### src/rtl/daq_packetizer.sv
// rtl/daq_packetizer.sv - ADC sample FIFO and fixed-length AXI-Stream packet framer
// Buffers {ch, sample} words and emits header + PKT_LEN payload beats per packet.
module daq_packetizer #(
  parameter int DATA_W     = 32,
  parameter int USER_W     = 8,
  parameter int SAMPLE_W   = 16,
  parameter int PKT_LEN    = 64,
  parameter int FIFO_DEPTH = 16
) (
  input  logic                clk,
  input  logic                rst,
  input  logic                enable,
  input  logic                smp_valid,
  input  logic [SAMPLE_W-1:0] smp_data,
  input  logic [3:0]          smp_ch,
  output logic [DATA_W-1:0]   m_tdata,
  output logic                m_tvalid,
  input  logic                m_tready,
  output logic                m_tlast,
  output logic [USER_W-1:0]   m_tuser,
  output logic [15:0]         drop_cnt,
  output logic [15:0]         pkt_cnt,
  output logic                busy
);

  localparam int AW = $clog2(FIFO_DEPTH);
  localparam int EW = SAMPLE_W + 4;
  localparam logic [15:0] LEN16     = 16'(PKT_LEN);
  localparam logic [15:0] LAST_BEAT = 16'(PKT_LEN - 1);

  typedef enum logic [1:0] {IDLE, HEADER, PAYLOAD} state_t;

  state_t        state;
  logic [EW-1:0] mem [FIFO_DEPTH];
  logic [AW:0]   wptr, rptr;
  logic [7:0]    seq;
  logic [15:0]   beat_cnt;
  logic          ovf_flag;

  logic          full, empty, push, drop, hs, hdr_hs, pop, last_beat;
  logic [EW-1:0] head;

  // Extra pointer MSB distinguishes full from empty when the indices match.
  assign empty     = (wptr == rptr);
  assign full      = (wptr[AW] != rptr[AW]) && (wptr[AW-1:0] == rptr[AW-1:0]);
  assign head      = mem[rptr[AW-1:0]];
  assign push      = smp_valid && !full;
  assign drop      = smp_valid && full;
  assign last_beat = (beat_cnt == LAST_BEAT);

  assign m_tvalid  = (state == HEADER) || ((state == PAYLOAD) && !empty);
  assign hs        = m_tvalid && m_tready;
  assign hdr_hs    = hs && (state == HEADER);
  assign pop       = hs && (state == PAYLOAD);
  assign busy      = (state != IDLE);

  always_comb begin
    m_tdata = '0;
    m_tuser = '0;
    m_tlast = 1'b0;
    case (state)
      HEADER: begin
        m_tdata = DATA_W'({8'hA5, seq, LEN16});
        m_tuser = USER_W'({ovf_flag, 6'b000000, 1'b1});
      end
      PAYLOAD: begin
        m_tdata = DATA_W'(head);
        m_tlast = last_beat;
      end
      default: ;
    endcase
  end

  always_ff @(posedge clk) begin
    if (push) mem[wptr[AW-1:0]] <= {smp_ch, smp_data};
  end

  always_ff @(posedge clk) begin
    if (rst) begin
      wptr     <= '0;
      rptr     <= '0;
      state    <= IDLE;
      seq      <= '0;
      beat_cnt <= '0;
      ovf_flag <= 1'b0;
      drop_cnt <= '0;
      pkt_cnt  <= '0;
    end else begin
      if (push) wptr <= wptr + 1'b1;
      if (pop)  rptr <= rptr + 1'b1;
      if (drop && (drop_cnt != 16'hFFFF)) drop_cnt <= drop_cnt + 16'd1;
      // A drop in the header handshake cycle keeps the flag for the next header.
      if (drop)        ovf_flag <= 1'b1;
      else if (hdr_hs) ovf_flag <= 1'b0;

      case (state)
        IDLE: begin
          if (enable && !empty) state <= HEADER;
        end
        HEADER: begin
          if (hdr_hs) begin
            state    <= PAYLOAD;
            seq      <= seq + 8'd1;
            beat_cnt <= '0;
          end
        end
        PAYLOAD: begin
          if (pop) begin
            beat_cnt <= beat_cnt + 16'd1;
            if (last_beat) begin
              state   <= IDLE;
              pkt_cnt <= pkt_cnt + 16'd1;
            end
          end
        end
        default: state <= IDLE;
      endcase
    end
  end

endmodule

### config.mk
export PLATFORM = sky130hd
export DESIGN_NAME = daq_packetizer
export DESIGN_NICKNAME = d
export VERILOG_FILES = /design/src/rtl/daq_packetizer.sv
export SDC_FILE = /design/constraint.sdc
export NUM_CORES = 1
export LEC_CHECK = 0
export ABC_AREA = 1
export BUFFER_PORTS_ARGS = -buffer_cell sky130_fd_sc_hd__buf_4
export CAP_MARGIN = 20
export CORE_MARGIN = 2
export CORE_UTILIZATION = 48
export DETAILED_ROUTE_END_ITERATION = 12
export PLACE_DENSITY = 0.68
export SLEW_MARGIN = 20
export SYNTH_ARGS = -nofsm -noshare
export SYNTH_HDL_FRONTEND = slang
export SYNTH_SLANG_ARGS = --single-unit
### constraint.sdc
create_clock -name clk -period 2.3 [get_ports clk]
set_clock_uncertainty 0.05 [all_clocks]
set_input_delay 0.46 -clock clk [delete_from_list [all_inputs] [get_ports clk]]
set_output_delay 0.46 -clock clk [all_outputs]
set_load 0.02 [all_outputs]
# Word-level counts from Yosys, hierarchy flattened
# Memories as Yosys holds them, arrays and structs flattened. A register that Yosys moved wholly into a read port is not among the register bits.
# Cells that the tools add are included.
[word_totals]
register_bits = 69
latch_bits = 0
ram_bits = 320
mem_bits_ro = 0
memories = 1
[memory_table]
columns = ["memory", "words", "word_bits", "read_ports", "rd_ports_with_merged_regs", "write_ports", "line_no", "text"]
rows = [
  ["mem", 16, 20, 1, 1, 1, "34", "logic [EW-1:0] mem [FIFO_DEPTH];"],
]
[classes]
n_addsub = 6
mul = 0
div = 0
order_cmp = 0
n_eq_ne = 11
shifts = 0
muxes = 17
bitwise = 0
reduce_logical = 20
[ops]
columns = ["operator", "n"]
rows = [
  ["32-bit one-hot mux with 2 select lines", 1],
  ["16-bit by 1-bit adder with 16-bit output (second input constant)", 3],
  ["16-bit 2-to-1 mux", 2],
  ["16-bit one-hot mux with 2 select lines", 1],
  ["16-bit by 6-bit equality test with 1-bit output (second input constant)", 1],
  ["16-bit != test (second input constant)", 1],
  ["5-bit by 1-bit adder with 5-bit output (second input constant)", 2],
  ["1-bit logical AND", 9],
  ["8-bit by 1-bit adder with 8-bit output (second input constant)", 1],
  ["2-bit 2-to-1 mux", 4],
  ["4-bit 2-to-1 mux", 2],
  ["8-bit 2-to-1 mux", 1],
  ["2-bit != test (second input constant)", 4],
  ["2-bit one-hot mux with 3 select lines", 1],
  ["3-bit AND reduction", 2],
  ["2-bit nonzero test", 3],
  ["5-bit equality test", 1],
  ["1-bit 2-to-1 mux", 5],
  ["4-bit equality test", 1],
  ["4-bit AND reduction", 1],
  ["2-bit by 1-bit equality test with 1-bit output (second input constant)", 1],
  ["2-bit equality test (second input constant)", 1],
  ["1-bit zero test", 2],
  ["2-bit zero test", 1],
  ["other kinds (3)", 3],
]

# Logic depth before layout (Yosys ltp)
# Gate-level depths: netlist (run 1).
[logic_depth]
depth_word = 8
depth_mapped = 13
depth_no_buf = 12

# Least setup slack after synthesis (run 1)
# No wires, ideal clock.
[synth_timing]
path_type = "register to register"
from = "register rptr[4]"
to = "memory mem[11][0] (netlist name), enable pin"
setup_ns = 0.397
arrival_ns = 1.925
path_slack_ns = -0.072
path_stages_with_launch = 8
path_buffers = 0
period_less_slack_ns = 2.372
cell_sequence = "dfxtp_1 -> xnor2_1 -> inv_1 -> nand3_2 -> nand2_1 -> inv_1 -> nand2_1 -> nor2_1"
[synth_via]
elab_chain_len = 6
[synth_lines]
columns = ["item", "line_no", "text"]
rows = [
  ["start: declaration", "35", "logic [AW:0] wptr, rptr;"],
  ["start signal: assignment", "90", "if (pop) rptr <= rptr + 1'b1;"],
  ["1-bit != test", "45", "assign full = (wptr[AW] != rptr[AW]) && (wptr[AW-1:0] == rptr[AW-1:0]);"],
  ["1-bit logical AND", "45", ""],
  ["1-bit zero test", "47", "assign push = smp_valid && !full;"],
  ["1-bit logical AND", "47", ""],
  ["1-bit 2-to-1 mux", "75", "if (push) mem[wptr[AW-1:0]] <= {smp_ch, smp_data};"],
  ["1-bit 2-to-1 mux (implied by the code)", "75", ""],
  ["end: declaration", "34", ""],
]
# No other way between the ends.

==> results of run 1 <==
-- layout by cell type (no fill, tap or decap), drive strengths merged, types with 4 or more instances in the layout --
master,netlist,layout
nand4,18,18
inv,86,88
a21oi,57,57
o221ai,54,54
xnor2,6,6
buf,45,179
nand2,180,180
o22ai,25,25
clkbuf,53,54
o21ai,186,186
clkinv,0,15
nand3,69,69
dfxtp,73,73
edfxtp,320,320
xor2,9,9
o211ai,14,14
nor3,24,24
ha,14,14
conb,1,10
clkinvlp,0,4
nor2,259,259
-- timing repair --
item | 4_1_cts | 5_1_grt
gates resized for setup | 93 | 56
cloned | 8 | 4
pin swaps | 43 | 42
endpoints found under the setup margin | 26 | 36
buffers inserted | 11 | 6
-- metrics by stage --
stage | TNS (ps) | instances
after global routing | -7910 | 2119
after CTS | -6350 | 2109
after detailed placement | 0 | 2016
after global placement | 0 | 2016
final | -6390 | 2119
after floorplan | -16720 | 1512
-- cell usage after synthesis (4+ instances only) --
| library cell | number |
|---|---|
| a21oi_2 | 4 |
| inv_2 | 9 |
| buf_2 | 21 |
| nand4_1 | 18 |
| buf_6 | 4 |
| clkbuf_1 | 53 |
| o21ai_1 | 4 |
| o221ai_1 | 54 |
| inv_1 | 77 |
| a21oi_1 | 53 |
| nand2_1 | 174 |
| nand3_1 | 66 |
| edfxtp_1 | 320 |
| nor2_1 | 253 |
| ha_1 | 14 |
| nor3_1 | 22 |
| o211ai_1 | 14 |
| buf_4 | 18 |
| o22ai_1 | 25 |
| o21ai_0 | 181 |
| dfxtp_1 | 73 |
| xor2_1 | 9 |
| nand2_2 | 6 |
| xnor2_1 | 6 |
-- area by class of cell --
class | instances | area [um^2] | share of cell area [%]
Multi-Input combinational cell | 935 | 4970 | 24.5
Timing Repair Buffer | 183 | 2040 | 10.1
Clock buffer | 50 | 1060 | 5.23
Tap cell | 448 | 561 | 2.77
Sequential cell | 393 | 11100 | 54.8
Clock inverter | 24 | 201 | 0.994
Inverter | 86 | 330 | 1.63
-- power groups by stage --
stage          clock (mW)  combinational, mW  sequential (mW)
2_1_floorplan           0              0.734             7.96
3_3_place_gp            0               1.18             7.97
3_5_place_dp            0               1.20             7.97
4_1_cts              6.40               1.33             7.82
5_1_grt              6.67               1.52             7.82
6_report             6.35               1.40             7.82
-- cells by family (layout without fill, tap and decap cells) --
| logic type | after synthesis | after routing | synth area share [%] |
|---|---|---|---|
| other cells | 1 | 10 | 0.0227 |
| simple gates | 555 | 555 | 14.1 |
| buf+inv | 184 | 343 | 4.93 |
| compound gates | 341 | 341 | 12.1 |
| fa+ha+maj | 14 | 14 | 1.06 |
| flops | 393 | 393 | 67.0 |
| xor+xnor | 15 | 15 | 0.795 |
-- metal layers --
layer | routed length (um) | vias to the layer above | share of wire (%) | GRT usage (%)
met5 | 0 | - | 0 | 0
met3 | 3620 | 91 | 8.2 | 4.30
met2 | 21400 | 582 | 49 | 40.6
li1 | - | 5613 | - | -
met4 | 1340 | 0 | 3.1 | 8.08
met1 | 17600 | 5906 | 40 | 31.2
-- worst max-delay path by stage --
stage,startpoint,to,slack [ps]
final,flip-flop,m_tdata[9],-380
after global routing,flip-flop,m_tdata[8],-460
after CTS,flip-flop,m_tdata[13],-360
after detailed placement,flip-flop,m_tdata[8],140
after global placement,flip-flop,m_tdata[13],200
after floorplan,rptr[4],mem[11][0],-70
-- state kept, by name, summed over array words and instances (netlist names), named ones only --
register,count
mem,320
beat_cnt,16
drop_cnt,16
pkt_cnt,16
seq,8
rptr,5
wptr,5
state,2
ovf_flag,1
-- worst max-delay path: cells and delay by family (launching register included) --
kind | cells | cell delay, ps
buf+inv | 5 | 660
compound gates | 3 | 420
flops | 1 | 400
simple gates | 1 | 120
==> metrics.cfg, run 1 <==
[floorplan]
dieWidth_um=190
die-area_mm2=0.0359
rows=67
die_h_um=190
initial_utilization_pct=49.0
coreArea_mm2=0.0337
ioPinCount=100

[power]
switching_share_pct=23.5
combPwrFrac_pct=9.0
power.density_mw_per_mm2=768
totalPowerFinal_mw=15.6
clkPwrFrac_pct=40.8
p_leak_nw=7.12
p_int_mw=11.9
p_seq_share_pct=50.2
peakVddDrop_v=0.000566
switching_power_mw=3.65

[finish]
n_fill_cell=2662
final_area_mm2=0.0203
fin_util_pct=60.2
layout.nets=1679
antenna_cells=0
areaGrowthSynthToFinish_pct=22.6
drive_above_1_share_pct=21.4

[critical_path]
r2r-start=rptr[4]
crit_top_cell=buf_12
end_kind=primary output
crit_type=reg -> out
r2r_setup_slack_ps=220
reg2reg_depth=8
critPathLaunchType=flip-flop
crit_slowest_cell=dfxtp_4
worstReg2RegEnd=mem[10][10]
cp_max_fo=8
slowest_delay_ps=400
worstPathArrival_ps=2170
path_cells=buf_12, buf_16, buf_12, buf_8, o21ai_2, o221ai_1, nand3_1, a21oi_2, buf_4
cp_data_required_time_ps=1790

[logic_synthesis]
async_flop_share_pct=0
ys_seq_area_share_pct=67.0
yosysWarnings=0
synth.largest_area_cell=edfxtp_1
synthTopCellsByArea=edfxtp_1 58%, dfxtp_1 8.8%, nor2_1 5.7%, o21ai_0 5.5%, nand2_1 4.0%
synth_top_area_share_pct=58.1
synth_area_mm2=0.0165
synth-seq-cells=393
syn_inst=1503
synth_cell_type_count=37
synth_edf_count=320
synth-main-ff-cell=edfxtp_1
syn_avg_cell_area_um2=11.0

[route]
drc_errors=0
drt_first_pass_iters=6
via_count=12200
drtIter0Drc=1277
routed_wl_um=44000
ant_nets=0
vias_per_cell=5.75
wire_per_inst_um=20.7

[clock_network]
h-tree-depth=2
cts_tree=yes
clock_path_buffers=3
cts_num_sinks=393
clk_latency_ps=540
numCtsBuffers=41
cts_root_buf=clkbuf_16
path_clk_slew_ps=60
hold_buffers=0

[placed_design]
placed_area_mm2=0.0182
port_buffers=89
place_ws_ps=139
gp_congestion=0.839
dp_hpwl_um=23600

[sta]
tightest_slew_ps=516
setup_slack_ps=-381
setup_violations=20
drv_slew=0
slew_headroom_pct=65.4
rsz0062_at_grt=yes
hold_ws_ps=163
finalHoldViolCount=0
min_period_ps=2680
fmax_mhz=373
finalCritPeriodShare_pct=117

[worst_hold_path]
min_to=mem[12][0]
min_path_type=in -> reg
worstHoldPathCells=1
holdCritStartpoint=smp_data[0]

[outcome]
status=finished with violations
violations=negative setup slack

[grt]
antenna_found_initial=0
globalRouteTotalUtil_pct=23.9
grt_max_degree=50
grt_pass1_wl_um=66100
grt_pass1_vias=11800
grt-ovfl-total=0

[run]
cap_violations=0

(Power assumes the default switching activity.)
==> run 2, diff against run 1 <==
RECOVER_POWER = 25   (was not set)
==> run 2 against run 1 <==
- the flow still finishes with violations (negative setup slack)
- sequential power about the same
- core utilization fell by 0.18 points
- clock power barely moved
- sequential cell count unchanged
- sequential share of layout area is 0.16 points higher
- combinational power barely moved
- largest cell class unchanged
==> metrics.cfg, run 2 (synthesized netlist as in run 1, its figures left out) <==
[route]
drt_first_pass_iters=5  ; -1
drc_errors=0  ; unchanged
vias_per_cell=5.76  ; about the same
wire_per_inst_um=20.8  ; about the same
ant_nets=0  ; unchanged
routed_wl_um=44000  ; about the same
via_count=12200  ; +0.098%
drtIter0Drc=1158  ; -9.3%

[worst_hold_path]
min_path_type=in -> reg
worstHoldPathCells=1  ; unchanged

[sta]
setup_slack_ps=-381  ; +0.295 ps
tightest_slew_ps=744  ; +228 ps
min_period_ps=2680  ; -0.295 ps
rsz0062_at_grt=yes
fmax_mhz=373  ; about the same
tns_ps=-6310  ; +84.7 ps
finalHoldViolCount=0  ; unchanged
drv_slew=0  ; unchanged
slew_headroom_pct=50.4  ; -15 points
setup_violations=20  ; unchanged
finalCritPeriodShare_pct=117  ; about the same

[finish]
layout.nets=1679  ; unchanged
areaGrowthSynthToFinish_pct=22.3
drive_above_1_share_pct=20.5  ; -0.96 points
n_fill_cell=2673  ; +0.41%
largest_reg_flops=320  ; unchanged
final_common_cell=edfxtp_1
antenna_cells=0  ; unchanged
instances_no_fill=2119  ; unchanged
mostFrequentLayoutCells=320 x edfxtp_1, 235 x nor2_1, 170 x nand2_1, 140 x o21ai_0, 114 x buf_4
fin_util_pct=60.0  ; -0.18 points

[grt]
grt_pass1_wl_um=66100  ; unchanged
grt_max_degree=50  ; unchanged
grt_pass1_vias=11800  ; unchanged
grt-ovfl-total=0  ; unchanged
globalRouteTotalUtil_pct=23.9  ; unchanged
antenna_found_initial=0  ; unchanged

[clock_network]
clk_latency_ps=540  ; about the same
h-tree-depth=2  ; unchanged
hold_buffers=0  ; unchanged
clock_path_buffers=3  ; unchanged
cts_root_buf=clkbuf_16
path_clk_slew_ps=60  ; about the same
cts_tree=yes
cts_num_sinks=393  ; unchanged
numCtsBuffers=41  ; unchanged

[power]
peakVddDrop_v=0.000566  ; about the same
totalPowerFinal_mw=15.6  ; about the same
power.density_mw_per_mm2=770  ; +0.21%
p_leak_nw=7.06  ; -0.81%

[critical_path]
end_kind=primary output
cp_max_fo=14  ; +6
slowest_delay_ps=400  ; about the same
cp_data_required_time_ps=1790  ; about the same
crit_slowest_cell=dfxtp_4
path_cells=buf_12, buf_8, buf_16, o21ai_1, o221ai_1, nand3_1, a21oi_2, buf_4
reg2reg_depth=8  ; unchanged
crit_type=reg -> out
critPathLaunchType=flip-flop
worstPathArrival_ps=2170  ; about the same

[outcome]
status=finished with violations
violations=negative setup slack

[placed_design]
gp_congestion=0.839  ; unchanged
port_buffers=89  ; unchanged
dp_cells=2016  ; unchanged
dp_hpwl_um=23600  ; unchanged

[floorplan]
die-area_mm2=0.0359  ; unchanged
initial_utilization_pct=49.0  ; unchanged
die_h_um=190  ; unchanged
dieWidth_um=190  ; unchanged
rows=67  ; unchanged
ioPinCount=100  ; unchanged
coreArea_mm2=0.0337  ; unchanged

[run]
cap_violations=0  ; unchanged

[run 2: per-layer routing]
layer | wire, um | up-vias | track usage (%)
met3 | 3480 | 112 | 4.30
met1 | 17700 | 5927 | 31.2
met2 | 21400 | 551 | 40.6
met5 | 0 | - | 0
met4 | 1470 | 0 | 8.08
li1 | - | 5614 | -
[run 2: report_power, final]
group / switching (mW) / leakage (nW) / internal (mW)
Clock: 2.72 / 0.610 / 3.62
Sequential: 0.0457 / 3.49 / 7.77
Combinational: 0.881 / 2.96 / 0.509
Total: 3.65 / 7.06 / 11.9
[run 2: worst paths after layout]
path,startpoint,to,slack (ps)
worst min-delay path,smp_data[14],mem[5][14],180
worst max register to register,rptr[4],mem[10][10],210
worst max-delay path,flip-flop,m_tdata[5],-380
worst min register to register,ovf_flag,ovf_flag,420
[run 2: final cells by class]
cell class / count / area (um^2) / share of cell area, %
multi-input cells: 935 / 4970 / 24.6
flip-flops and latches: 393 / 11100 / 55.0
clock buffers: 50 / 1060 / 5.24
inverters: 86 / 330 / 1.63
repair buffers: 183 / 1980 / 9.81
clock inverters: 24 / 201 / 0.997
well taps: 448 / 561 / 2.77
[run 2: critical path: cells and delay by family (launching register included)]
kind	cells	cell delay (ps)
buffers and inverters	4	590
AO/OA/AOI/OAI	3	500
flip-flops	1	400
AND/OR/NAND/NOR	1	130
[run 2: what timing repair did]
| action | CTS | global route |
|---|---|---|
| endpoints found under the hold margin | 0 | 0 |
| pin swaps | 43 | 42 |
| endpoints found under the setup margin | 26 | 36 |
| setup buffers | 11 | 6 |
| gates cloned | 8 | 4 |
| resized for setup | 93 | 56 |
[run 2: stage by stage]
stage | hold slack [ps] | instance area, um^2 | worst slack [ps]
6_report | 183 | 20200 | -381
4_1_cts | 151 | 20000 | -359
2_1_floorplan | 393 | 16600 | -72.0
5_1_grt | 190 | 20200 | -456
3_3_place_gp | 410 | 18200 | 196
3_5_place_dp | 411 | 18200 | 139
